[src/rtl/imem_loader_if.sv]
// Byte-stream input, instruction-memory write port and core-control signals of the program loader.
// The master modport is the loader's view; the slave modport is the stream source / memory side.
interface imem_loader_if #(
  parameter int ADDR_W = 8
);
  logic              start;
  logic              in_valid;
  logic [7:0]        in_data;
  logic              in_ready;
  logic              imem_we;
  logic [ADDR_W-1:0] imem_addr;
  logic [31:0]       imem_wdata;
  logic              core_rst;
  logic              busy;
  logic              done;
  logic              err;

  modport master (
    input  start, in_valid, in_data,
    output in_ready, imem_we, imem_addr, imem_wdata, core_rst, busy, done, err
  );

  modport slave (
    output start, in_valid, in_data,
    input  in_ready, imem_we, imem_addr, imem_wdata, core_rst, busy, done, err
  );
endinterface

[src/rtl/imem_loader.sv]
// Program loader: parses a counted little-endian byte image, writes words to instruction memory,
// verifies an XOR checksum and holds the core in reset until a good image has been loaded.
module imem_loader #(
  parameter int ADDR_W = 8,
  parameter int DEPTH  = 256
) (
  input logic          clk,
  input logic          rst,
  imem_loader_if.master bus
);

  typedef enum logic [2:0] {IDLE, HDR0, HDR1, DATA, CHK, DONE, ERR} state_t;

  localparam logic [16:0] DEPTH_MAX = 17'(DEPTH);

  state_t            state_reg, state_next;
  logic [15:0]       count_reg, count_next;
  logic [15:0]       word_cnt_reg, word_cnt_next;
  logic [1:0]        byte_cnt_reg, byte_cnt_next;
  logic [31:0]       word_reg, word_next;
  logic [7:0]        csum_reg, csum_next;
  logic              imem_we_reg, imem_we_next;
  logic [ADDR_W-1:0] imem_addr_reg, imem_addr_next;
  logic [31:0]       imem_wdata_reg, imem_wdata_next;

  logic        ready;
  logic        accept;
  logic [15:0] hdr_count;
  logic        hdr_bad;
  logic [31:0] word_lane;

  assign ready = (state_reg == HDR0) || (state_reg == HDR1) ||
                 (state_reg == DATA) || (state_reg == CHK);
  assign accept    = bus.in_valid && ready;
  assign hdr_count = {bus.in_data, count_reg[7:0]};
  assign hdr_bad   = (hdr_count == 16'd0) || ({1'b0, hdr_count} > DEPTH_MAX);

  // Incoming byte lands in the lane selected by the byte counter; other lanes keep earlier bytes.
  genvar gi;
  generate
    for (gi = 0; gi < 4; gi++) begin : g_lane
      assign word_lane[gi*8 +: 8] = (byte_cnt_reg == 2'(gi)) ? bus.in_data : word_reg[gi*8 +: 8];
    end
  endgenerate

  always_comb begin
    state_next      = state_reg;
    count_next      = count_reg;
    word_cnt_next   = word_cnt_reg;
    byte_cnt_next   = byte_cnt_reg;
    word_next       = word_reg;
    csum_next       = csum_reg;
    imem_we_next    = 1'b0;
    imem_addr_next  = imem_addr_reg;
    imem_wdata_next = imem_wdata_reg;

    case (state_reg)
      IDLE, DONE, ERR: begin
        if (bus.start) begin
          state_next    = HDR0;
          count_next    = 16'd0;
          word_cnt_next = 16'd0;
          byte_cnt_next = 2'd0;
          word_next     = 32'd0;
          csum_next     = 8'd0;
        end
      end
      HDR0: begin
        if (accept) begin
          count_next = {count_reg[15:8], bus.in_data};
          state_next = HDR1;
        end
      end
      HDR1: begin
        if (accept) begin
          count_next = hdr_count;
          state_next = hdr_bad ? ERR : DATA;
        end
      end
      DATA: begin
        if (accept) begin
          csum_next     = csum_reg ^ bus.in_data;
          word_next     = word_lane;
          byte_cnt_next = byte_cnt_reg + 2'd1;
          if (byte_cnt_reg == 2'd3) begin
            imem_we_next    = 1'b1;
            imem_addr_next  = word_cnt_reg[ADDR_W-1:0];
            imem_wdata_next = word_lane;
            word_cnt_next   = word_cnt_reg + 16'd1;
            if (word_cnt_reg + 16'd1 == count_reg) begin
              state_next = CHK;
            end
          end
        end
      end
      CHK: begin
        if (accept) begin
          state_next = (bus.in_data == csum_reg) ? DONE : ERR;
        end
      end
      default: state_next = IDLE;
    endcase
  end

  always_ff @(posedge clk) begin
    if (rst) begin
      state_reg      <= IDLE;
      count_reg      <= 16'd0;
      word_cnt_reg   <= 16'd0;
      byte_cnt_reg   <= 2'd0;
      word_reg       <= 32'd0;
      csum_reg       <= 8'd0;
      imem_we_reg    <= 1'b0;
      imem_addr_reg  <= '0;
      imem_wdata_reg <= 32'd0;
    end else begin
      state_reg      <= state_next;
      count_reg      <= count_next;
      word_cnt_reg   <= word_cnt_next;
      byte_cnt_reg   <= byte_cnt_next;
      word_reg       <= word_next;
      csum_reg       <= csum_next;
      imem_we_reg    <= imem_we_next;
      imem_addr_reg  <= imem_addr_next;
      imem_wdata_reg <= imem_wdata_next;
    end
  end

  // The core is released only while a verified image is resident.
  assign bus.core_rst   = (state_reg != DONE);
  assign bus.in_ready   = ready;
  assign bus.busy       = ready;
  assign bus.done       = (state_reg == DONE);
  assign bus.err        = (state_reg == ERR);
  assign bus.imem_we    = imem_we_reg;
  assign bus.imem_addr  = imem_addr_reg;
  assign bus.imem_wdata = imem_wdata_reg;

endmodule
[src/flat_wrapper.sv]
// flat-port wrapper written by rule: the top's interface ports become plain ports
module imem_loader_flat 
#(
  parameter int ADDR_W = 8,
  parameter int DEPTH  = 256
)
  (clk, rst, bus_start, bus_in_valid, bus_in_data, bus_in_ready, bus_imem_we, bus_imem_addr, bus_imem_wdata, bus_core_rst, bus_busy, bus_done, bus_err);
  imem_loader_if #(.ADDR_W(ADDR_W)) bus_i ();
  input logic clk;
  input logic rst;
  input wire logic [$bits(bus_i.start)-1:0] bus_start;
  input wire logic [$bits(bus_i.in_valid)-1:0] bus_in_valid;
  input wire logic [$bits(bus_i.in_data)-1:0] bus_in_data;
  output wire logic [$bits(bus_i.in_ready)-1:0] bus_in_ready;
  output wire logic [$bits(bus_i.imem_we)-1:0] bus_imem_we;
  output wire logic [$bits(bus_i.imem_addr)-1:0] bus_imem_addr;
  output wire logic [$bits(bus_i.imem_wdata)-1:0] bus_imem_wdata;
  output wire logic [$bits(bus_i.core_rst)-1:0] bus_core_rst;
  output wire logic [$bits(bus_i.busy)-1:0] bus_busy;
  output wire logic [$bits(bus_i.done)-1:0] bus_done;
  output wire logic [$bits(bus_i.err)-1:0] bus_err;
  assign bus_i.start = bus_start;
  assign bus_i.in_valid = bus_in_valid;
  assign bus_i.in_data = bus_in_data;
  assign bus_in_ready = bus_i.in_ready;
  assign bus_imem_we = bus_i.imem_we;
  assign bus_imem_addr = bus_i.imem_addr;
  assign bus_imem_wdata = bus_i.imem_wdata;
  assign bus_core_rst = bus_i.core_rst;
  assign bus_busy = bus_i.busy;
  assign bus_done = bus_i.done;
  assign bus_err = bus_i.err;
  imem_loader #(.ADDR_W(ADDR_W), .DEPTH(DEPTH)) u_core (.clk(clk), .rst(rst), .bus(bus_i));
endmodule
[config.mk]
export PLATFORM = sky130hd
export DESIGN_NAME = imem_loader_flat
export DESIGN_NICKNAME = d
export VERILOG_FILES = /design/src/rtl/imem_loader_if.sv /design/src/rtl/imem_loader.sv /design/src/flat_wrapper.sv
export SDC_FILE = /design/constraint.sdc
export NUM_CORES = 1
export LEC_CHECK = 0
export BUFFER_PORTS_ARGS = -buffer_cell sky130_fd_sc_hd__buf_4
export CORE_MARGIN = 5
export CORE_UTILIZATION = 25
export DETAILED_ROUTE_END_ITERATION = 10
export GPL_TIMING_DRIVEN = 0
export MAX_ROUTING_LAYER = met4
export SLEW_MARGIN = 40
export SYNTH_ARGS = -nofsm -noshare
export SYNTH_HDL_FRONTEND = slang
export SYNTH_SLANG_ARGS = --single-unit
export TNS_END_PERCENT = 10
[constraint.sdc]
create_clock -name clk -period 2.8 [get_ports clk]
set_input_delay 0.42 -clock clk [delete_from_list [all_inputs] [get_ports clk]]
set_output_delay 0.42 -clock clk [all_outputs]
set_load 0.02 [all_outputs]
==> metrics, run 1 <==
combinational power share=roughly 25%; post-synthesis sequential area ratio=between 40 and 50%; layout cell share with drive strength beyond 1=13.9%; ys flop type=dfxtp_1; final hold violations=0; register area=around 2200 µm²; Crit Path Max Fanout=8; most common cell after layout, fill and taps aside=dfxtp_1; max-cap violation count=0; clock insertion delay at the later pin of the skew report=roughly 360 ps; n_diodes=0; post-route clock period utilization=between 90% and 100%; Yosys reg bits=110; largest net degree at the start of global routing=19; Clock Sink Count=110; first-pass GRT wire length=roughly 25 mm; Req. time, crit path=about 3100 ps; initial antenna violation count=0; DRC viols=0; Worst EP arrival=2810 ps; vias after detailed routing=roughly 4900; DRT Wirelength=~16 mm; DIE HEIGHT=between 150 and 200 µm; clock power share=about 32%; clock-pin slew on the worst setup and hold paths=80 ps; CTS tree=yes; skew final=about 11 ps; number of library cell types mapped by synthesis=a little over 60; Hold/Removal Path Class=in -> reg; worst slew pin tran=709 ps; Final Max Slew Viols=0; most frequent cells in the layout=dfxtp_1 (109), nor2_1 (78), buf_4 (61); Initial Utilization=about a quarter; RSZ-0062 raised after global routing=false; Clock Path Buffers=2; Peak Freq=about 390 MHz; 1st-pass router iterations=5; CTS Buf Count=9; sequential fraction of design power=a little over two fifths; Area contributors post-synth=dfxtp_1 (41%), nor2_1 (5.4%), a21oi_1 (4.7%), mux2i_1 (4.6%), xnor2_1 (3.9%); Syn. warnings=0; initial drt markers=a little over 300; PostCTS Resize Cnt=0; cell taking the most area after synthesis=dfxtp_1; maximum vdd ir drop=~0.32 mV; GPL Wtd Cong=0.813; internal power=~2500 µW; Top Ports=58; max_slew headroom=between 50% and 60%; Post-DRT Antenna Nets=0; Post-Syn Instances=approximately 650; switching share of power=around a third; H-tree Lvls=3; CP endpoint kind=flip-flop; P&R area growth vs syn=19.2%; root buf cell=clkbuf_16; Final min period=2540 ps; Setup TNS=0 ps; Cell Area, Synth=5420 µm²; Remaining Overflow, GRT=0; setup slack, reg-to-reg=about 260 ps; Vias/cell=between 4 and 5; vias in the first global route=around 4500; FP Rows=between 50 and 60; Total GRT Usage=about an eighth; routed length per instance=between 15 and 20 µm; FILL cells=2209; max reg flops=32; CP Class=reg -> reg; multi-input logic area=slightly below 3000 µm²; mean cell area of the mapped netlist=8.38 µm²; port bufs=between 50 and 60; Worst Hold Margin=438 ps; Die X=about 160 µm; nets=between 700 and 800; final setup vio count=0; hold_buf cts=0; die area=roughly 25000 µm²; Post-synth EDFFs=0; Startpoint Class=flip-flop; Net Count, Synth=around 660; Synth top area share=about two fifths; Leak=around 0.0022 µW; status=finished clean; setup bufs post-CTS=0; Sw Pwr=approximately 1300 µW; Power per Cell Area=between 500 and 600 nW/µm²; share of flip-flops with an asynchronous set or reset=0%; core area=roughly 21000 µm²; DPL Wire Length=between 10 and 15 mm
## stage by stage
step           cells  util [%]  total power, µW  instance area, µm²  setup WS (ps)
2_1_floorplan    646         -             2370                5420            489
3_3_place_gp     977      29.2             2650                6180            154
3_5_place_dp     977      29.2             2650                6180            161
4_1_cts          992      30.5             3880                6450            139
5_1_grt          992      30.5             4060                6450           34.8
6_report         992      30.5             3860                6450            261
## worst max-delay path, stage by stage (launching register included)
cell      delay (ps)
dfxtp_2          440
ha_1             170
buf_2            180
and4_1           320
and4_1           280
xnor2_1          140
nand4_1          110
or4_4            550
a311oi_2         270
## power groups by stage
stage	clock network (µW)	registers (µW)	logic [µW]
after floorplan	0	1670	697
after global placement	0	1680	968
after detailed placement	0	1680	970
after CTS	1260	1650	975
after global routing	1330	1650	1080
final	1230	1650	977
## synth_stat cells, drive strengths merged, types with 4 or more instances
cell    number
nand2       50
clkbuf      39
nand3       24
o21bai       4
o21ai       31
nor3         6
o221ai      16
nor4         6
nand3b       9
ha           5
xor2         8
o31ai        5
and2         9
nand2b       5
buf         24
a22oi       25
mux2i       25
a211oi      24
nor2        78
nand4       10
xnor2       24
inv         11
a21oi       52
o22ai        4
and4         5
dfxtp      110
## logic make-up after synthesis
| logic type | count (synthesis) | synth area share [%] |
|---|---|---|
| AOI/OAI and AO/OA | 181 | 22.1 |
| xor gates and xnor gates | 32 | 5.18 |
| adders and majority gates | 5 | 1.16 |
| buffers and inverters | 74 | 5.66 |
| DFF | 110 | 40.7 |
| muxes | 27 | 5.04 |
| and+or+nand+nor | 217 | 20.2 |
## final cells by class
type	instances	area share, %
plain buffers	63	4.11
clock buffers	9	3.49
clock inverters	6	0.717
inverters	11	0.640
multi-input cells	462	45.0
flip-flops and latches	110	34.1
well taps	275	5.33
repair buffers	56	6.52
## routing by layer
metal | global-route usage (%) | share of wire [%]
met2 | 19.3 | 44
met4 | 4.06 | 1.3
met1 | 18.4 | 49
met3 | 2.23 | 5.0
met5 | - | 0
## worst paths after layout
| path | from | end | cells past startpoint |
|---|---|---|---|
| hold reg to reg | u_core.bus.imem_addr[4]$_SDFFE_PP0P_ | u_core.bus.imem_addr[4]$_SDFFE_PP0P_ | 2 |
| setup reg to reg | u_core.word_cnt_reg[1]$_SDFFE_PP0P_ | u_core.state_reg[2]$_SDFFE_PP0P_ | 8 |
| setup / recovery | u_core.word_cnt_reg[1]$_SDFFE_PP0P_ | u_core.state_reg[2]$_SDFFE_PP0P_ | 8 |
| hold / removal | bus_in_data[5] | u_core.csum_reg[5]$_SDFFE_PP0P_ | 4 |
Note: power is estimated with default switching activity, not from simulation.
==> inputs of run 2 (changes only) <==
Settings changed: BUFFER_PORTS_ARGS -buffer_cell sky130_fd_sc_hd__buf_4 to not set, DONT_BUFFER_PORTS set to 1.
==> run 2 against run 1 <==
Clock-buffer cell count did not move. Cell area fell by 6.1%. Register-to-register slack got worse by 40 ps. Largest cell class unchanged.
==> metrics, run 2 (synthesis gave the netlist of run 1 again) <==
status=finished clean; Total GRT Usage=about an eighth; hold depth=2; Hold/Removal Path Class=in -> reg; Top Ports=58; Final Cell Area=between 6000 and 7000 µm²; Initial Utilization=between 20% and 30%; Pwr Total=3870 µW; skew final=about 12 ps; clock-pin slew on the worst setup and hold paths=roughly 80 ps; Remaining Overflow, GRT=0; worst reg2reg path depth=8; Peak Freq=388 MHz; core area=~21000 µm²; Worst EP arrival=about 2900 ps; Vias/cell=~5.0; initial drt markers=around 350; Startpoint Class=flip-flop; CTS Buf Count=9; DPL Wire Length=between 10 and 15 mm; FILL cells=about 2300; P&R area growth vs syn=11.9%; Power per Cell Area=638 nW/µm²; DIE HEIGHT=~160 µm; Post-DRT Antenna Nets=0; routed length per instance=approximately 16 µm; n_diodes=0; largest net degree at the start of global routing=21; worst slew pin tran=712 ps; Setup TNS=0 ps; Final Max Slew Viols=0; most frequent cells in the layout=dfxtp_1 (109), nor2_1 (78), a21oi_1 (51); final hold violations=0; 1st-pass router iterations=6; DRT Wirelength=15.4 mm; vias in the first global route=about 4400; FP Rows=53; Final min period=2580 ps; vias after detailed routing=~4700; CP endpoint kind=flip-flop; GPL Wtd Cong=between 0.8 and 0.9; clock insertion delay at the later pin of the skew report=370 ps; Crit Path Max Fanout=8; max-cap violation count=0; maximum vdd ir drop=just over 0.3 mV; final setup vio count=0; CP Class=reg -> reg; port bufs=0; first-pass GRT wire length=24.7 mm; Req. time, crit path=about 3000 ps; root buf cell=clkbuf_16; max reg flops=32; Clock Path Buffers=2; max_slew headroom=between 50% and 60%; nets=674; die area=between 20000 and 25000 µm²; most common cell after layout, fill and taps aside=dfxtp_1; DRC viols=0; RSZ-0062 raised after global routing=false; hold_buf cts=0; post-route clock period utilization=between 90% and 100%; initial antenna violation count=0; CTS tree=yes; Die X=157 µm; Placed Area=about 5800 µm²; layout cell share with drive strength beyond 1=roughly 7%; Leak=roughly 0.0020 µW; H-tree Lvls=3; Clock Sink Count=between 100 and 150
==> run 2: path summary, 6_finish.rpt <==
kind                                            start                                      to  slack [ps]
hold / removal                         bus_in_data[6]  u_core.bus.imem_wdata[14]$_SDFFE_PP0P_         300
setup / recovery  u_core.word_cnt_reg[1]$_SDFFE_PP0P_        u_core.state_reg[2]$_SDFFE_PP0P_         220
setup reg to reg  u_core.word_cnt_reg[1]$_SDFFE_PP0P_        u_core.state_reg[2]$_SDFFE_PP0P_         220
hold reg to reg     u_core.count_reg[13]$_SDFFE_PP0P_       u_core.count_reg[13]$_SDFFE_PP0P_         490
==> run 2: timing repair <==
action	in CTS	in global routing
endpoints found under the setup margin	1	1
gates resized for setup	1	1
buffers inserted	0	0
pin swaps	0	0
==> run 2: worst max-delay path, cell delays in order (launching register included) <==
cell      delay, ps
dfxtp_2         440
ha_1            170
buf_2           180
and4_1          350
nand4_1         220
xnor2_1         190
o41ai_1         110
or4_4           570
a311oi_2        270
==> run 2: final cells by class <==
cell class | count | area, µm² | area share, %
multi-input cells | 462 | 2910 | 48.1
flip-flops and latches | 110 | 2200 | 36.4
well taps | 275 | 344 | 5.68
plain buffers | 63 | 265 | 4.38
clock buffers | 9 | 225 | 3.72
clock inverters | 7 | 65.1 | 1.07
inverters | 11 | 41.3 | 0.682
==> run 2: report_power, final <==
part | internal (µW) | leakage [µW] | switching [µW] | total, µW
logic | 293 | 0.000923 | 637 | 930
clock network | 625 | 0.000140 | 664 | 1290
registers | 1610 | 0.000887 | 35.8 | 1650
total | 2530 | 0.00195 | 1340 | 3870
==> run 2: metrics by stage <==
stage / utilization (%) / setup slack, ps / hold WS (ps) / instances
finish: 28.6 / 221 / 300 / 937
global route: 28.6 / 4.14 / 301 / 937
CTS: 28.6 / 109 / 292 / 937
detailed placement: 27.2 / 132 / 488 / 921
global placement: 27.2 / 150 / 480 / 921
floorplan: - / 489 / 457 / 646
==> run 2: metal layers <==
layer	wire length (µm)	track usage [%]	share of wire [%]	vias up
li1	-	-	-	2347
met1	6820	16.7	44	2209
met2	6670	19.0	43	136
met3	1660	5.42	11	14
met4	213	4.30	1.4	0
met5	0	-	0	-
